===== src/rtl/score_keeper.sv =====
// Game score engine: scales movement ticks into packed-BCD points, tracks the
// IDLE/RUN/OVER phase, saturates at 9999 and keeps the session high score.
module score_keeper #(
    parameter int TICKS_PER_POINT = 8
) (
    input  logic        clk,
    input  logic        rst,
    input  logic        tick_en,
    input  logic        start,
    input  logic        collide,
    output logic [15:0] score,
    output logic [15:0] hi_score,
    output logic        new_hi,
    output logic        saturated,
    output logic [1:0]  phase
);

    localparam logic [1:0] ST_IDLE = 2'b00;
    localparam logic [1:0] ST_RUN  = 2'b01;
    localparam logic [1:0] ST_OVER = 2'b10;

    localparam logic [7:0]  PRE_LAST = 8'(TICKS_PER_POINT - 1);
    localparam logic [15:0] BCD_MAX  = 16'h9999;

    logic [7:0] prescaler;

    // Ripple carry across the four BCD digits; the caller never passes 9999.
    function automatic logic [15:0] bcd_inc(input logic [15:0] v);
        logic [15:0] r;
        logic        carry;
        r     = v;
        carry = 1'b1;
        for (int i = 0; i < 4; i++) begin
            if (carry) begin
                if (r[i*4 +: 4] == 4'd9) begin
                    r[i*4 +: 4] = 4'd0;
                end else begin
                    r[i*4 +: 4] = r[i*4 +: 4] + 4'd1;
                    carry       = 1'b0;
                end
            end
        end
        return r;
    endfunction

    always_ff @(posedge clk) begin
        if (rst) begin
            phase     <= ST_IDLE;
            score     <= '0;
            hi_score  <= '0;
            new_hi    <= 1'b0;
            saturated <= 1'b0;
            prescaler <= '0;
        end else begin
            case (phase)
                ST_IDLE: begin
                    if (start) begin
                        phase     <= ST_RUN;
                        score     <= '0;
                        prescaler <= '0;
                        saturated <= 1'b0;
                    end
                end
                ST_RUN: begin
                    if (start) begin
                        score     <= '0;
                        prescaler <= '0;
                        saturated <= 1'b0;
                    end else if (collide) begin
                        // Any tick in the collision cycle is dropped.
                        phase <= ST_OVER;
                        if (score > hi_score) begin
                            hi_score <= score;
                            new_hi   <= 1'b1;
                        end
                    end else if (tick_en) begin
                        if (prescaler == PRE_LAST) begin
                            prescaler <= '0;
                            if (score == BCD_MAX) begin
                                saturated <= 1'b1;
                            end else begin
                                score <= bcd_inc(score);
                            end
                        end else begin
                            prescaler <= prescaler + 8'd1;
                        end
                    end
                end
                ST_OVER: begin
                    if (start) begin
                        phase     <= ST_RUN;
                        score     <= '0;
                        prescaler <= '0;
                        saturated <= 1'b0;
                        new_hi    <= 1'b0;
                    end
                end
                default: begin
                    phase <= ST_IDLE;
                end
            endcase
        end
    end

endmodule


===== config.mk =====
export PLATFORM = sky130hd
export DESIGN_NAME = score_keeper
export DESIGN_NICKNAME = d
export VERILOG_FILES = /design/src/rtl/score_keeper.sv
export SDC_FILE = /design/constraint.sdc
export NUM_CORES = 1
export LEC_CHECK = 0
export ABC_CLOCK_PERIOD_IN_PS = 2900
export CELL_PAD_IN_SITES_DETAIL_PLACEMENT = 0
export CELL_PAD_IN_SITES_GLOBAL_PLACEMENT = 1
export CORE_UTILIZATION = 42
export CTS_CLUSTER_DIAMETER = 60
export CTS_CLUSTER_SIZE = 25
export DETAILED_ROUTE_END_ITERATION = 8
export PLACE_DENSITY_LB_ADDON = 0.15
export SLEW_MARGIN = 20
export SYNTH_ARGS = -nofsm -noshare
export SYNTH_HDL_FRONTEND = slang
export SYNTH_SLANG_ARGS = --single-unit
export TNS_END_PERCENT = 10

===== constraint.sdc =====
create_clock -name clk -period 2.9 [get_ports clk]
set_input_delay 0.87 -clock clk [delete_from_list [all_inputs] [get_ports clk]]
set_output_delay 0.87 -clock clk [all_outputs]
set_load 0.02 [all_outputs]

Word level (Yosys, flattened, before mapping)
Index checks and enable logic that the tools add are counted.
Widths: inputs -> output; s select.
{"block": "word_totals", "reg_bits": 44, "latchBits": 0, "ram_bits": 0, "mem_bits_ro": 0, "inputBits": 5, "output_inout_bits": 36, "elab_cells": 111, "n_memories": 0}
{"block": "classes", "n_addsub": 5, "multipliers": 0, "div_mod_pow": 0, "order_cmp": 1, "n_eq_ne": 21, "shifts": 0, "muxes": 61, "bitwise_logic": 1, "n_reduce_logical": 13}
{"op": "$mux 16", "count": 6}
{"op": "$mux 8", "count": 5}
{"op": "$mux 1", "count": 35}
{"op": "$pmux 16 s2", "count": 1}
{"op": "$mux 4", "count": 7}
{"op": "$ne 3x3->1 const B", "count": 8}
{"op": "$reduce_and 7->1", "count": 3}
{"op": "$add 4x1->4 const B", "count": 4}
{"op": "$eq 16x16->1 const B", "count": 1}
{"op": "$eq 4x4->1 const B", "count": 4}
{"op": "$gt 16x16->1", "count": 1}
{"op": "$pmux 8 s2", "count": 1}
{"op": "$reduce_and 6->1", "count": 2}
{"op": "$add 8x1->8 const B", "count": 1}
{"op": "$eq 8x3->1 const B", "count": 1}
{"op": "$ne 2x2->1 const B", "count": 4}
{"op": "$reduce_and 4->1", "count": 2}
{"op": "$mux 2", "count": 3}
{"op": "$reduce_and 5->1", "count": 1}
{"op": "$pmux 1 s2", "count": 2}
{"op": "$pmux 2 s2", "count": 1}
{"op": "$reduce_bool 2->1", "count": 2}
{"op": "$reduce_and 3->1", "count": 1}
{"op": "$eq 2x1->1 const B", "count": 1}
{"op": "5 further kinds", "count": 5}

Logic depth before layout (Yosys ltp)
{"block": "logic_depth", "word_depth": 32, "ltp_mapped": 10, "mapped_depth_nobuf": 8}

Worst setup path before layout
No wires, ideal clock.
{"block": "synth_path", "path_type": "input-to-reg", "start": "input port start", "end": "register hi_score[10]", "setup_time_ns": 0.153, "t_arrival_ns": 2.124, "t_required_ns": 2.747, "slack_ns": 0.623, "path_stages": 9, "n_path_buf": 4, "path_cell_list": "buf_2 > nor2b_1 > buf_4 > nand2b_4 > nor3_4 > o21a_1 > buf_6 > buf_12 > o31ai_4"}
{"block": "synth_via", "elab_chain_len": 2}
{"item": "start, declared", "line": "9", "text": "input logic start,"}
{"item": "$not 1->1 (no source line)"}
{"item": "$reduce_and 4->1 (no source line)"}
{"item": "end signal, assigned", "line": "73", "text": "hi_score <= score;"}
{"item": "end, declared", "line": "12", "text": "output logic [15:0] hi_score,"}
No other way between the ends.
A chain may end at the register's enable or synchronous reset.

Final worst setup path
{"block": "layout_path", "start": "input port collide", "end": "register score[3]"}
{"block": "layout_via", "elab_chain_len": 2}
{"item": "start, declared", "line": "10", "text": "input logic collide,"}
{"item": "$ne 3x3->1 (no source line)"}
{"item": "$reduce_and 6->1 (no source line)"}
{"item": "end signal, assigned", "line": "82", "text": "score <= bcd_inc(score);"}
{"item": "end, declared", "line": "11", "text": "output logic [15:0] score,"}
No other way between the ends.

==> summary by stage <==
Critical path
The worst register-to-register path begins at hi_score[10]. The kind of start point of the critical path is an input port. The critical path endpoint is score[3]. The signal arrival time at the worst endpoint is 2670 ps.

The kind of end point of the critical path is a flip-flop. In this run the critical register-to-register path is captured at hi_score[0]. The slack of the worst reg-to-reg path is 530 ps. The critical path is of the input port to flip-flop type. The cell depth of the worst flop-to-flop path is 9.

The critical path starts at collide. The data required time at the worst endpoint is 3130 ps. Of all nets on the critical path, the largest fanout is 11.

Floorplan
The die covers 6940 µm². After floorplanning, the core was sized to cover 6350 µm². During I/O placement, the number of pins put on the boundary was 41. For this configuration, the core starts out at a cell density of 43.72%. The die is 83.31 µm wide. The floorplan step set the die height to 83.31 µm. After floorplanning, the core was divided into 29 placement rows.

Synthesis
The commonest cells after synthesis are sky130_fd_sc_hd__dfxtp_1, sky130_fd_sc_hd__a21oi_1, sky130_fd_sc_hd__ha_1, sky130_fd_sc_hd__inv_1, sky130_fd_sc_hd__nand2_1. After synthesis, the mean cell area works out to 9.224 µm². The number of distinct library cells after synthesis is 57. The most frequent cell after synthesis is sky130_fd_sc_hd__dfxtp_1. The number of flip-flops and latches in the synthesized netlist is 44.

The area share of the leading cell type in the synthesized netlist is 31.73%. After synthesis, the cell types taking the most area are sky130_fd_sc_hd__dfxtp_1, sky130_fd_sc_hd__ha_1, sky130_fd_sc_hd__o31ai_4. In this run the cell area of the synthesized design comes to 2776 µm². The number of nets in the synthesized netlist is 331.

The post-synthesis cell count is 301. For this run, the leading register cell type out of synthesis is sky130_fd_sc_hd__dfxtp_1. For this run, the number of Yosys warnings is 0. The cell type contributing the most total cell area after synthesis is sky130_fd_sc_hd__dfxtp_1. The number of enable flip-flop cells after synthesis is 0. For this run, asynchronously set or reset flops after synthesis account for 0%. After synthesis, flip-flops and latches occupy 31.73% of the total area.

STA
Setup repair after global routing left no endpoint under its margin. The number of pins with negative max-slew slack in the final report is 0. The worst setup skew after layout is 7.495 ps.

Derived from the worst setup path, the maximum achievable clock frequency is 0.4107 GHz. The hold violation total from the final report is 0. At the pin with the least slew margin, the transition time is 721.2 ps. The worst path in the final design needs a cycle of 2435 ps, including I/O delays and setup. The relative max-transition margin is 51.87%. The total of endpoints with negative setup slack in the final report is 0. In the finished design, the share of the clock period the worst path needs comes to 83.97%. For the final routed database, the setup TNS stands at 0 ps.

Global routing
The pin count of the biggest net entering global routing is 21. The via count of the first global-routing pass is 2202. The first global-routing pass estimated 11080 µm of wire.

The number of antenna violations at the first check in global routing is 0. Global routing used 19.80% of the available tracks across all layers. After global routing the overflow that remains totals 0.

Detailed routing
The via count is 2327. The number of nets with antenna violations after detailed routing is 0. In the routed design, unresolved DRC markers number 0. The final routed wire length divided by cell count is 15.22 µm. The pre-antenna-repair detailed-routing pass consisted of 4 iterations. The overall routed net length is 6530 µm.

The routed via count divided by cell count is 5.424. For this block, the initial DRC count from the detailed router was 115.

Pwr
The internal portion of the total power is 0.0009081 W. The sequential share of power is 50.5%. Of the total power, the share spent switching nets is 25.62%. In this run the static leakage power is 1.364 nW. The switching power summed over all nets is 0.0003127 W.

The combinational cell fraction of total power is 10.4%. In this run, the clock network consumes 39.1% of the power. IR analysis of the VDD net gives a maximum drop of 0.1854 mV.

The power density of the placed cells is 355.5 nW/µm². Overall power consumption after layout is estimated at 0.001221 W.

Clocking
The TritonCTS buffer count is 5. The clock-pin slew on the worst setup and hold paths is 90 ps. Post-CTS repair changed the size of 0 cells. The clock latency reported for the late side of the worst-skew pair is 300 ps. The number of levels in the clock H-tree is 2. The largest buffer count on any clock path is 2. The buffer cell driving the clock tree root is sky130_fd_sc_hd__clkbuf_8. The tree built by TritonCTS fans out to 44 sinks.

The count of hold-fix buffers inserted at cts is 0. The post-CTS setup-driven buffer insertion count is 0. TritonCTS built the clock tree.

Finish
The share of cells above drive strength 1 is 15.34%. At the end of the flow the core is filled with cells to 54.09%. The post-layout instance count excluding filler cells is 429. The area added between synthesis and finish is 23.70%. The total inserted antenna cells is 0.

In the final design database the tool counted 381 nets.

Status
The run finished with clean final reports.

Place
The global placement routability congestion is 0.7700. The count of buffers from port buffering is 40. The half-perimeter wire length of the detailed placement result is 4797 µm. Counting tap cells, the placed design contains a total of 421 instances.

Job
Max-cap violations in this run came to 0.

Worst hold path
The tightest min-delay check is of the flip-flop to flip-flop type.
==> power groups by stage <==
stage | Combinational, W | Sequential (W) | Clock [W]
finish | 0.000127 | 0.000617 | 0.000477
global route | 0.000140 | 0.000618 | 0.000516
CTS | 0.000127 | 0.000616 | 0.000493
detailed placement | 0.000127 | 0.000630 | 0
global placement | 0.000126 | 0.000630 | 0
floorplan | 0.0000829 | 0.000636 | 0
==> logic make-up (layout without fill, tap and decap cells) <==
logic type               after synthesis  after routing  share of synthesized area [%]
AND/OR/NAND/NOR                      101            101                          21.59
AO/OA/AOI/OAI                         87             87                          27.08
flip-flops                            44             44                          31.73
buffers and inverters                 38             89                          6.399
adder cells (fa/ha/maj)               25             25                          11.27
XOR/XNOR                               5              5                          1.578
multiplexers                           1              1                         0.3605
==> placed cells by master, fill, tap and decap left out, types with 9 or more instances in the layout <==
master,Yosys,final
sky130_fd_sc_hd__dfxtp_1,44,44
sky130_fd_sc_hd__o31ai_4,10,10
sky130_fd_sc_hd__buf_4,2,16
sky130_fd_sc_hd__nor2_1,21,20
sky130_fd_sc_hd__o2111ai_1,15,15
sky130_fd_sc_hd__nand2_1,23,23
sky130_fd_sc_hd__inv_1,23,23
sky130_fd_sc_hd__ha_1,25,25
sky130_fd_sc_hd__o21ai_0,12,12
sky130_fd_sc_hd__clkdlybuf4s50_1,0,39
sky130_fd_sc_hd__a21oi_1,26,26
sky130_fd_sc_hd__nand3_1,9,9
==> metal layers <==
layer | part of all wire (%) | up-vias | routed length (µm) | global-route usage [%]
met5 | 0 | - | 0 | 0
met3 | 4.1 | 5 | 270 | 3.579
li1 | - | 1206 | - | -
met2 | 43 | 45 | 2803 | 29.88
met1 | 52 | 1071 | 3395 | 28.75
met4 | 0.93 | 0 | 61 | 5.643
==> cell type report <==
class / count / area [µm²]
fill: 591 / 2915
multi-input combinational: 219 / 1720
sequential: 44 / 880.8
timing repair buffer: 57 / 535.5
tap: 77 / 96.34
inverter: 24 / 90.09
clock buffer: 5 / 68.82
clock inverter: 3 / 42.54
==> flip-flops by register name, indices dropped and copies added, names as in the netlist <==
| register | flops |
|---|---|
| hi_score | 16 |
| new_hi | 1 |
| prescaler | 8 |
| phase | 2 |
| saturated | 1 |
| score | 16 |
==> critical path, stage by stage <==
cell	delay (ps)
sky130_fd_sc_hd__clkdlybuf4s50_1	440
sky130_fd_sc_hd__and3b_1	240
sky130_fd_sc_hd__o21a_2	290
sky130_fd_sc_hd__o211ai_4	160
sky130_fd_sc_hd__or4_1	520
sky130_fd_sc_hd__a21oi_1	150
==> worst min path at each step <==
stage	start	to	slack (ps)	cells after the start
3_5_place_dp	hi_score[0]	hi_score[0]	480	2
5_1_grt	hi_score[3]	hi_score[3]	520	2
2_1_floorplan	prescaler[1]	prescaler[1]	470	2
4_1_cts	hi_score[0]	hi_score[0]	490	2
6_report	hi_score[0]	hi_score[0]	490	2
3_3_place_gp	hi_score[0]	hi_score[0]	470	2
==> stage by stage <==
| step | hold slack [ps] | worst slack (ps) | cell area, µm² |
|---|---|---|---|
| floorplan | 466.2 | 622.6 | 2776 |
| global placement | 465.5 | 189.7 | 3321 |
| global route | 521.5 | 328.0 | 3435 |
| detailed placement | 477.1 | 159.6 | 3321 |
| CTS | 489.9 | 244.3 | 3432 |
| finish | 486.9 | 464.9 | 3435 |
No activity file was read; power rests on OpenSTA's default activity.
